==> src/rtl/ct_had_xtrig_pkg.sv <==
// Shared definitions for the HAD cross-trigger hub: channel state
// encoding, counter sizing helper and default parameter values.
package ct_had_xtrig_pkg;

  typedef enum logic [1:0] {
    XT_IDLE = 2'b00,
    XT_HOLD = 2'b01,
    XT_WAIT = 2'b10
  } xt_state_e;

  localparam int XT_CORE_NUM_DEF    = 4;
  localparam int XT_PULSE_HOLD_DEF  = 4;
  localparam int XT_ACK_TIMEOUT_DEF = 16;

  // Counters only ever hold (limit-1) down to 0, so clog2 of the larger
  // limit is enough; never let the width collapse to zero.
  function automatic int xt_cnt_w(input int hold, input int tmo);
    int m;
    m = (hold > tmo) ? hold : tmo;
    return (m < 2) ? 1 : $clog2(m);
  endfunction

endpackage

==> src/rtl/ct_had_xtrig_chan.sv <==
// One cross-trigger request channel: stretches a hit into a request that
// is held for a minimum width, then kept up until ack or timeout.
module ct_had_xtrig_chan
  import ct_had_xtrig_pkg::*;
#(
  parameter int PULSE_HOLD  = XT_PULSE_HOLD_DEF,
  parameter int ACK_TIMEOUT = XT_ACK_TIMEOUT_DEF
) (
  input  logic forever_coreclk,
  input  logic cpurst,
  input  logic hit,
  input  logic ack,
  input  logic abort,
  input  logic flush,
  output logic req,
  output logic timeout
);

  localparam int CNT_W = xt_cnt_w(PULSE_HOLD, ACK_TIMEOUT);
  localparam logic [CNT_W-1:0] HOLD_LD = CNT_W'(PULSE_HOLD - 1);
  localparam logic [CNT_W-1:0] WAIT_LD = CNT_W'(ACK_TIMEOUT - 1);
  localparam logic [CNT_W-1:0] CNT_ONE = CNT_W'(1);

  xt_state_e        state;
  logic [CNT_W-1:0] cnt;

  // Channel FSM with counter; req and timeout are registered alongside state.
  always_ff @(posedge forever_coreclk or posedge cpurst) begin
    if (cpurst) begin
      state   <= XT_IDLE;
      cnt     <= '0;
      req     <= 1'b0;
      timeout <= 1'b0;
    end else begin
      timeout <= 1'b0;
      if (flush || abort) begin
        state <= XT_IDLE;
        cnt   <= '0;
        req   <= 1'b0;
      end else begin
        case (state)
          XT_IDLE: begin
            if (hit) begin
              state <= XT_HOLD;
              cnt   <= HOLD_LD;
              req   <= 1'b1;
            end
          end
          // Hits while busy merge silently; ack is ignored until WAIT.
          XT_HOLD: begin
            if (cnt == '0) begin
              state <= XT_WAIT;
              cnt   <= WAIT_LD;
            end else begin
              cnt <= cnt - CNT_ONE;
            end
          end
          XT_WAIT: begin
            if (ack) begin
              state <= XT_IDLE;
              cnt   <= '0;
              req   <= 1'b0;
            end else if (cnt == '0) begin
              state   <= XT_IDLE;
              req     <= 1'b0;
              timeout <= 1'b1;
            end else begin
              cnt <= cnt - CNT_ONE;
            end
          end
          default: begin
            state <= XT_IDLE;
            cnt   <= '0;
            req   <= 1'b0;
          end
        endcase
      end
    end
  end

endmodule

==> src/rtl/ct_had_xtrig_hub.sv <==
// Cluster cross-trigger hub: detects rising debug enter/exit events from
// each core and fans them out as held requests to the rest of the group.
module ct_had_xtrig_hub
  import ct_had_xtrig_pkg::*;
#(
  parameter int CORE_NUM    = XT_CORE_NUM_DEF,
  parameter int PULSE_HOLD  = XT_PULSE_HOLD_DEF,
  parameter int ACK_TIMEOUT = XT_ACK_TIMEOUT_DEF
) (
  input  logic                forever_coreclk,
  input  logic                cpurst,
  input  logic                cfg_xtrig_en,
  input  logic [CORE_NUM-1:0] cfg_enter_grp,
  input  logic [CORE_NUM-1:0] cfg_exit_grp,
  input  logic [CORE_NUM-1:0] x_enter_dbg_req_o,
  input  logic [CORE_NUM-1:0] x_exit_dbg_req_o,
  input  logic [CORE_NUM-1:0] core_dbgon,
  output logic [CORE_NUM-1:0] x_enter_dbg_req_i,
  output logic [CORE_NUM-1:0] x_exit_dbg_req_i,
  output logic                xtrig_busy,
  output logic [CORE_NUM-1:0] xtrig_timeout_sticky
);

  logic [CORE_NUM-1:0] prev_enter;
  logic [CORE_NUM-1:0] prev_exit;
  logic [CORE_NUM-1:0] rise_enter;
  logic [CORE_NUM-1:0] rise_exit;
  logic [CORE_NUM-1:0] bcast_enter;
  logic [CORE_NUM-1:0] bcast_exit;
  logic [CORE_NUM-1:0] hit_enter;
  logic [CORE_NUM-1:0] hit_exit;
  logic [CORE_NUM-1:0] abort_exit;
  logic [CORE_NUM-1:0] tmo_enter;
  logic [CORE_NUM-1:0] tmo_exit;
  logic                flush;

  // Previous-cycle copies of the source events for rising-edge detection.
  always_ff @(posedge forever_coreclk or posedge cpurst) begin
    if (cpurst) begin
      prev_enter <= '0;
      prev_exit  <= '0;
    end else begin
      prev_enter <= x_enter_dbg_req_o;
      prev_exit  <= x_exit_dbg_req_o;
    end
  end

  assign flush      = ~cfg_xtrig_en;
  assign rise_enter = x_enter_dbg_req_o & ~prev_enter & cfg_enter_grp & {CORE_NUM{cfg_xtrig_en}};
  assign rise_exit  = x_exit_dbg_req_o  & ~prev_exit  & cfg_exit_grp  & {CORE_NUM{cfg_xtrig_en}};

  // Broadcast matrix: every group member except the originator is targeted.
  always_comb begin
    bcast_enter = '0;
    bcast_exit  = '0;
    for (int i = 0; i < CORE_NUM; i++) begin
      for (int j = 0; j < CORE_NUM; j++) begin
        if (j != i) begin
          bcast_enter[i] = bcast_enter[i] | rise_enter[j];
          bcast_exit[i]  = bcast_exit[i]  | rise_exit[j];
        end
      end
      bcast_enter[i] = bcast_enter[i] & cfg_enter_grp[i];
      bcast_exit[i]  = bcast_exit[i]  & cfg_exit_grp[i];
    end
  end

  // Skip targets already in the requested state; enter beats a same-cycle
  // exit, and a starting enter channel kills any in-flight exit request.
  assign hit_enter  = bcast_enter & ~core_dbgon;
  assign hit_exit   = bcast_exit & core_dbgon & ~bcast_enter;
  assign abort_exit = hit_enter & ~x_enter_dbg_req_i;

  for (genvar i = 0; i < CORE_NUM; i++) begin : g_core
    ct_had_xtrig_chan #(
      .PULSE_HOLD  (PULSE_HOLD),
      .ACK_TIMEOUT (ACK_TIMEOUT)
    ) u_enter (
      .forever_coreclk (forever_coreclk),
      .cpurst          (cpurst),
      .hit             (hit_enter[i]),
      .ack             (core_dbgon[i]),
      .abort           (1'b0),
      .flush           (flush),
      .req             (x_enter_dbg_req_i[i]),
      .timeout         (tmo_enter[i])
    );

    ct_had_xtrig_chan #(
      .PULSE_HOLD  (PULSE_HOLD),
      .ACK_TIMEOUT (ACK_TIMEOUT)
    ) u_exit (
      .forever_coreclk (forever_coreclk),
      .cpurst          (cpurst),
      .hit             (hit_exit[i]),
      .ack             (~core_dbgon[i]),
      .abort           (abort_exit[i]),
      .flush           (flush),
      .req             (x_exit_dbg_req_i[i]),
      .timeout         (tmo_exit[i])
    );
  end

  // Timeout flags accumulate per core until reset; disable does not clear them.
  always_ff @(posedge forever_coreclk or posedge cpurst) begin
    if (cpurst) begin
      xtrig_timeout_sticky <= '0;
    end else begin
      xtrig_timeout_sticky <= xtrig_timeout_sticky | tmo_enter | tmo_exit;
    end
  end

  assign xtrig_busy = |{x_enter_dbg_req_i, x_exit_dbg_req_i};

endmodule

==> config.mk <==
export PLATFORM = sky130hd
export DESIGN_NAME = ct_had_xtrig_hub
export DESIGN_NICKNAME = d
export VERILOG_FILES = /design/src/rtl/ct_had_xtrig_pkg.sv /design/src/rtl/ct_had_xtrig_chan.sv /design/src/rtl/ct_had_xtrig_hub.sv
export SDC_FILE = /design/constraint.sdc
export NUM_CORES = 1
export LEC_CHECK = 0
export CAP_MARGIN = 20
export CORE_ASPECT_RATIO = 1.2
export CORE_UTILIZATION = 40
export CTS_CLUSTER_SIZE = 14
export DETAILED_ROUTE_END_ITERATION = 10
export GPL_ROUTABILITY_DRIVEN = 0
export PLACE_DENSITY = 0.55
export RECOVER_POWER = 100
export SYNTH_ARGS = -nofsm -noshare
export SYNTH_HDL_FRONTEND = slang
export SYNTH_SLANG_ARGS = --single-unit
==> constraint.sdc <==
create_clock -name forever_coreclk -period 3.57 [get_ports forever_coreclk]
set_input_delay 0.714 -clock forever_coreclk [delete_from_list [all_inputs] [get_ports forever_coreclk]]
set_output_delay 0.714 -clock forever_coreclk [all_outputs]
set_load 0.05 [all_outputs]
-- Yosys cells after proc, flatten, opt, wreduce, memory -nomap -nowiden
Index checks and enable logic that the tools add are counted.
- equality and inequality tests: 56
- reduce and logical (&&, ||, !) cells: 45
- mux-type cells: 168
- add/subtract/negate cells: 8
- bitwise operators: 40
- operators with widths (cell ; number):
    $mux 4 ; 40
    $pmux 4 s3 ; 8
    $mux 2 ; 40
    $mux 1 ; 64
    $pmux 2 s3 ; 8
    $reduce_and 3->1 ; 16
    $and 4x4->4 ; 10
    $logic_not 4->1 ; 8
    $ne 4x3->1 const B ; 8
    $sub 4x1->4 const B ; 8
    $ne 3x2->1 const B ; 8
    $pmux 1 s3 ; 8
    $not 4->4 ; 5
    $eq 2x1->1 const B ; 8
    $eq 2x2->1 const B ; 8
    $logic_not 2->1 ; 8
    $ne 4x2->1 const B ; 4
    $ne 4x4->1 const B ; 4
    $reduce_and 2->1 ; 8
    $or 1x1->1 ; 14
    $ne 3x1->1 const B ; 4
    $ne 3x3->1 const B ; 4
    $and 1x1->1 ; 8
    $ne 2x1->1 const B ; 4
    other kinds (5) ; 12
- output and inout port bits: 13
- input bits: 23
- bits in registers: 76

-- Longest topological paths before layout
- word-level depth: 12
- depth in mapped cells: 8
- depth with buffers taken out: 7

-- Cells and area by module
From an unflattened synthesis, not the netlist that was laid out.
- cell total of the unflattened synthesis: 521
- area, all modules: 4804.6 um^2
- by module, submodules not included (module ; seq. area each (um^2) ; area an instance (um^2) ; cells an instance ; times used):
    ct_had_xtrig_chan at g_core[1].u_exit ... ; 200.2 ; 520.5 ; 58 ; 5
    ct_had_xtrig_chan at g_core[0].u_enter ... ; 200.2 ; 513.0 ; 58 ; 2
    ct_had_xtrig_hub ; 300.3 ; 656.9 ; 57 ; 1
    ct_had_xtrig_chan at g_core[1].u_enter ; 200.2 ; 519.2 ; 58 ; 1

-- Worst setup path before layout
OpenSTA, ideal clock, no wires.
- path kind: input to register
- start point: input cfg_xtrig_en
- end point: register g_core[3].u_exit.cnt[3]
- library setup time: 0.125 ns
- data required time: 3.445 ns
- data arrival time: 2.028 ns
- slack: 1.418 ns
- stages on the path: 6
- path buffers: 1
- path through: buf_4 and4b_4 o31ai_4 nand4_1 a21oi_1 mux2_2
- longest elaborated chain between the ends: 9
- elaborated cells between the ends (all ways): 19
- those cells by class: eq/ne (2); mux (1); bitwise (14); reduce/logical (2)
- ends and longest elaborated chain (item ; line ; text):
    from (decl) ; ct_had_xtrig_hub.sv:12 ; input logic cfg_xtrig_en,
    $and 4x4->4 ; ct_had_xtrig_hub.sv:49 ; assign rise_enter = x_enter_dbg_req_o & ~prev_enter & cfg_enter_grp & {CORE_NUM{cfg_xtrig_en}};
    $or 1x1->1 (2 in series) ; ct_had_xtrig_hub.sv:59 ; bcast_enter[i] = bcast_enter[i] | rise_enter[j];
    $and 1x1->1 ; ct_had_xtrig_hub.sv:63 ; bcast_enter[i] = bcast_enter[i] & cfg_enter_grp[i];
    $and 4x4->4 ; ct_had_xtrig_hub.sv:70 ; assign hit_enter = bcast_enter & ~core_dbgon;
    $and 4x4->4 ; ct_had_xtrig_hub.sv:72 ; assign abort_exit = hit_enter & ~x_enter_dbg_req_i;
    $logic_or 1x1->1 ; ct_had_xtrig_chan.sv:36 ; if (flush || abort) begin
    $ne 4x3->1 (no source line) / $ne 3x2->1 (equally long branches) ; - ;
    $reduce_and 2->1 (no source line) ; - ;
    to (signal assigned) ; ct_had_xtrig_chan.sv:55 ; cnt <= cnt - CNT_ONE;
    to (signal assigned) ; ct_had_xtrig_chan.sv:68 ; cnt <= cnt - CNT_ONE;
    to (decl) ; ct_had_xtrig_chan.sv:25 ; logic [CNT_W-1:0] cnt;
Several ways; a longest one is shown, not always the timed one.
A chain may end at the register's enable or synchronous reset.

-- Worst setup path in the final report
- start point: input cfg_xtrig_en
- end point: register g_core[0].u_exit.cnt[3]
- longest elaborated chain between the ends: 9
- elaborated cells between the ends (all ways): 19
- those cells by class: eq/ne (2); mux (1); bitwise (14); reduce/logical (2)
- ends and longest elaborated chain (item ; line):
    $and 4x4->4 ; ct_had_xtrig_hub.sv:49
    $or 1x1->1 (2 in series) ; ct_had_xtrig_hub.sv:59
    $and 1x1->1 ; ct_had_xtrig_hub.sv:63
    $and 4x4->4 ; ct_had_xtrig_hub.sv:70
    $and 4x4->4 ; ct_had_xtrig_hub.sv:72
    $logic_or 1x1->1 ; ct_had_xtrig_chan.sv:36
    $ne 4x3->1 (no source line) / $ne 3x2->1 (equally long branches) ; -
    $reduce_and 2->1 (no source line) ; -
    to (signal assigned) ; ct_had_xtrig_chan.sv:55
    to (signal assigned) ; ct_had_xtrig_chan.sv:68
    to (decl) ; ct_had_xtrig_chan.sv:25
Several ways; a longest one is shown, not always the timed one.

==> impl_metrics.py <==
metrics = {
    "synth": {
        "synth-compound-area-share_pct": 25.08,
        "synth_top_family_by_area": "compound AO/OA/AOI/OAI gates",
        "synth-edff-count": 0,
        "synth_warnings": 0,
        "ys_ff_latch": 76,
        "ys_seq_area_share_pct": 42.04,
        "synthAdderAreaFrac_pct": 2.212,
        "syn-instance-count": 494,
        "netlist-cell-type-count": 68,
        "synthMuxAreaShare_pct": 1.604,
        "synth_xor_area_share_pct": 0.1936,
        "async_flop_share_pct": 100.0,
        "synth_top_area_share_pct": 42.04,
        "yosys.area_share.simple_pct": 23.34,
        "syn_area_per_cell_sq_um": 9.159,
        "netlist_area_sq_um": 4524,
        "ys.flop_type": "dfrtp_1",
        "synth_top_area_cell": "dfrtp_1",
        "syn_nets": 525,
        "synth_area_leaders": "dfrtp_1, a21oi_1, o21ai_0",
    },
    "setup_path": {
        "worstPathCellList": "dlygate4sd3_1 > buf_12 > nand4b_1 > a311oi_1 > a21boi_1 > and3_1 > a21o_1",
        "critPathSlowestCell": "dlygate4sd3_1",
        "critPathLaunchType": "input pin",
        "end_kind": "flip-flop",
        "path_delay_family": "compound AO/OA/AOI/OAI gates",
        "cp_num_buf_inv": 2,
        "crit_required_ns": 3.79,
        "path_class": "input pin to flip-flop",
        "slowest_delay_ns": 0.80,
        "arrival_ns": 3.25,
        "worstPathMaxFanout": 32,
    },
    "place": {
        "placed_area_sq_um": 4957,
        "place_hpwl_microns": 7458,
        "dp_cells": 639,
        "port_buffers": 35,
    },
    "global_routing": {
        "grt_start_max_net_pins": 77,
        "antenna_found_initial": 0,
        "grt_pass1_vias": 3651,
        "grt_pass1_wl_microns": 17700,
        "gr-total-overflow": 0,
        "grt_usage_pct": 19.23,
    },
    "clock_tree": {
        "cts.hold.buffers_added": 0,
        "clk_pin_slew_worst_paths_ns": 0.06,
        "cts_tree": "yes",
        "cts_buffer_depth": 2,
        "clock_latency_ns": 0.33,
        "post_cts_buffers": 0,
        "numCtsBuffers": 9,
        "root_buffer": "clkbuf_16",
        "h-tree-depth": 3,
        "cts_resized": 0,
        "cts.sinks": 76,
    },
    "drt": {
        "drt-initial-drc-count": 131,
        "dr.pass1.iters": 4,
        "antenna_left": 0,
        "wl_per_cell_microns": 15.96,
        "viasPerCell": 5.714,
        "routed_wl_microns": 10440,
        "drc_errors": 0,
        "vias": 3737,
    },
    "sta": {
        "fin_crit_sh_pct": 84.92,
        "fin_crit_ns": 3.032,
        "fmax_mhz": 329.9,
        "slew_headroom_pct": -26.43,
        "slew_viol_final": 77,
        "setup_tns_ns": 0,
        "hold_viol": 0,
        "rsz0062_at_grt": "no",
        "fin_skew_ns": 0.004852,
        "setup_violations": 0,
        "worst_pin_slew_ns": 1.897,
    },
    "layout": {
        "final_cells": 654,
        "finish.instance_area_sq_um": 5196,
        "num-fill-cells": 1052,
        "n_antenna_cell": 0,
        "drive_above_1_share_pct": 7.854,
        "nets": 549,
        "syn2layout_area_growth_pct": 14.85,
    },
    "floorplan": {
        "io_pins": 36,
        "core_sq_um": 11040,
        "die_x_microns": 99.09,
        "start_util_pct": 41.00,
        "die_h_microns": 118.5,
        "die-area_sq_um": 11740,
        "fp-row-count": 42,
    },
    "run": {
        "maxCapViolCount": 1,
    },
    "status": {
        "status": "finished, violations left",
        "violations": "max-capacitance violations, max-slew violations",
    },
    "power_and_ir_drop": {
        "p_per_area_nw_per_um2": 466.4,
        "ir_worst_vdd_v": 0.0002155,
        "leakagePower_nw": 2.256,
    },
    "hold_path": {
        "holdCritPathClass": "flip-flop to flip-flop",
    },
}
[routing by layer]
metal / GRT usage (%) / share of wire (%) / up-vias
met5: 0 / 0 / -
met1: 24.62 / 48 / 1826
met2: 32.04 / 49 / 47
met3: 3.844 / 2.7 / 6
li1: - / - / 1858
met4: 7.077 / 0.73 / 0
[cell families after synthesis]
family,count (synthesis)
compound gates,161
buf+inv,57
mux,7
flops,76
fa+ha+maj,8
xor+xnor,1
simple gates,184
[cell usage in the layout, fill, tap and decap left out, drive strengths merged, types with 5 or more instances in the layout]
| cell type | instances |
|---|---|
| nand2 | 30 |
| clkbuf | 15 |
| clkdlybuf4s50 | 8 |
| o31ai | 10 |
| a211oi | 6 |
| nand2b | 12 |
| a21boi | 5 |
| a21o | 5 |
| inv | 31 |
| nor2 | 44 |
| ha | 8 |
| mux2i | 5 |
| o21ai | 34 |
| nor3b | 13 |
| dlygate4sd3 | 27 |
| nand3 | 11 |
| a21oi | 41 |
| nor3 | 11 |
| nor2b | 14 |
| nand4b | 9 |
| or3b | 9 |
| o21a | 10 |
| dfrtp | 76 |
| a31oi | 9 |
[Yosys cell counts (all sizes together) (3+ instances only)]
| master | number |
|---|---|
| a211oi | 6 |
| a21boi | 5 |
| a21o | 5 |
| a21oi | 41 |
| a311oi | 4 |
| a31oi | 9 |
| and3 | 4 |
| and4b | 4 |
| buf | 11 |
| clkbuf | 14 |
| dfrtp | 76 |
| ha | 8 |
| inv | 32 |
| mux2i | 5 |
| nand2 | 30 |
| nand2b | 12 |
| nand3 | 11 |
| nand4 | 4 |
| nand4b | 9 |
| nor2 | 44 |
| nor2b | 14 |
| nor3 | 11 |
| nor3b | 13 |
| nor4 | 4 |
| o211ai | 3 |
| o21a | 10 |
| o21ai | 34 |
| o22a | 4 |
| o2bb2ai | 4 |
| o31a | 3 |
| o31ai | 10 |
| or3 | 4 |
| or3b | 9 |
[worst paths after layout]
path                                          startpoint  slack [ns]  cells after the start                   endpoint
worst min-delay path            g_core[0].u_exit.timeout        0.42                      1    xtrig_timeout_sticky[0]
worst min register to register  g_core[0].u_exit.timeout        0.42                      1    xtrig_timeout_sticky[0]
min in group asynchronous                         cpurst        1.47                      3  g_core[1].u_enter.timeout
worst max-delay path                        cfg_xtrig_en        0.54                      7    g_core[0].u_exit.cnt[3]
worst max register to register   g_core[2].u_exit.cnt[0]        1.37                      7    g_core[2].u_exit.cnt[3]
max in group asynchronous                         cpurst        0.93                      3    g_core[3].u_exit.cnt[1]
[worst reg2reg max path, delay by kind of cell, from the launching register on]
| kind | cells | cell delay (ns) |
|---|---|---|
| AOI/OAI and AO/OA | 1 | 0.44 |
| adders and majority gates | 1 | 0.22 |
| buffers and inverters | 1 | 0.09 |
| DFF | 1 | 0.42 |
| and+or+nand+nor | 3 | 0.66 |
| muxes | 1 | 0.23 |
[sequential cells by signal, indices dropped and copies added (netlist names)]
signal                  flops
g_core.u_enter.req          4
g_core.u_exit.cnt          16
g_core.u_enter.state        8
g_core.u_exit.req           4
g_core.u_enter.cnt         16
g_core.u_exit.timeout       4
prev_exit                   4
prev_enter                  4
g_core.u_exit.state         8
g_core.u_enter.timeout      4
xtrig_timeout_sticky        4
[power breakdown]
group          leakage [nW]  internal (mW)  switching, mW
Combinational          1.10          0.220          0.336
Sequential             1.01          0.929         0.0642
Clock                 0.145          0.542          0.333
Total                  2.26           1.69          0.733
[per-stage QoR]
stage / util [%] / hold WS (ns) / setup WS, ns / total power [mW]
after CTS: 47.54 / 0.4208 / 0.7259 / 2.478
final: 47.09 / 0.4227 / 0.5383 / 2.424
after floorplan: - / 0.4064 / 0.9177 / 1.419
after global placement: 44.92 / 0.4129 / 0.5094 / 1.581
after detailed placement: 44.92 / 0.4147 / 0.4789 / 1.586
after global routing: 47.09 / 0.4430 / 0.3924 / 2.558
[cell type report]
type / instances / area (sq um) / area share, %
Timing Repair Buffer: 38 / 382.9 / 7.368
Tap cell: 132 / 165.2 / 3.178
Sequential cell: 76 / 1902 / 36.60
Clock inverter: 1 / 5.005 / 0.09632
Inverter: 32 / 120.1 / 2.312
Multi-Input combinational cell: 361 / 2337 / 44.98
Clock buffer: 14 / 284.0 / 5.466
Note: power is estimated with default switching activity, not from simulation.
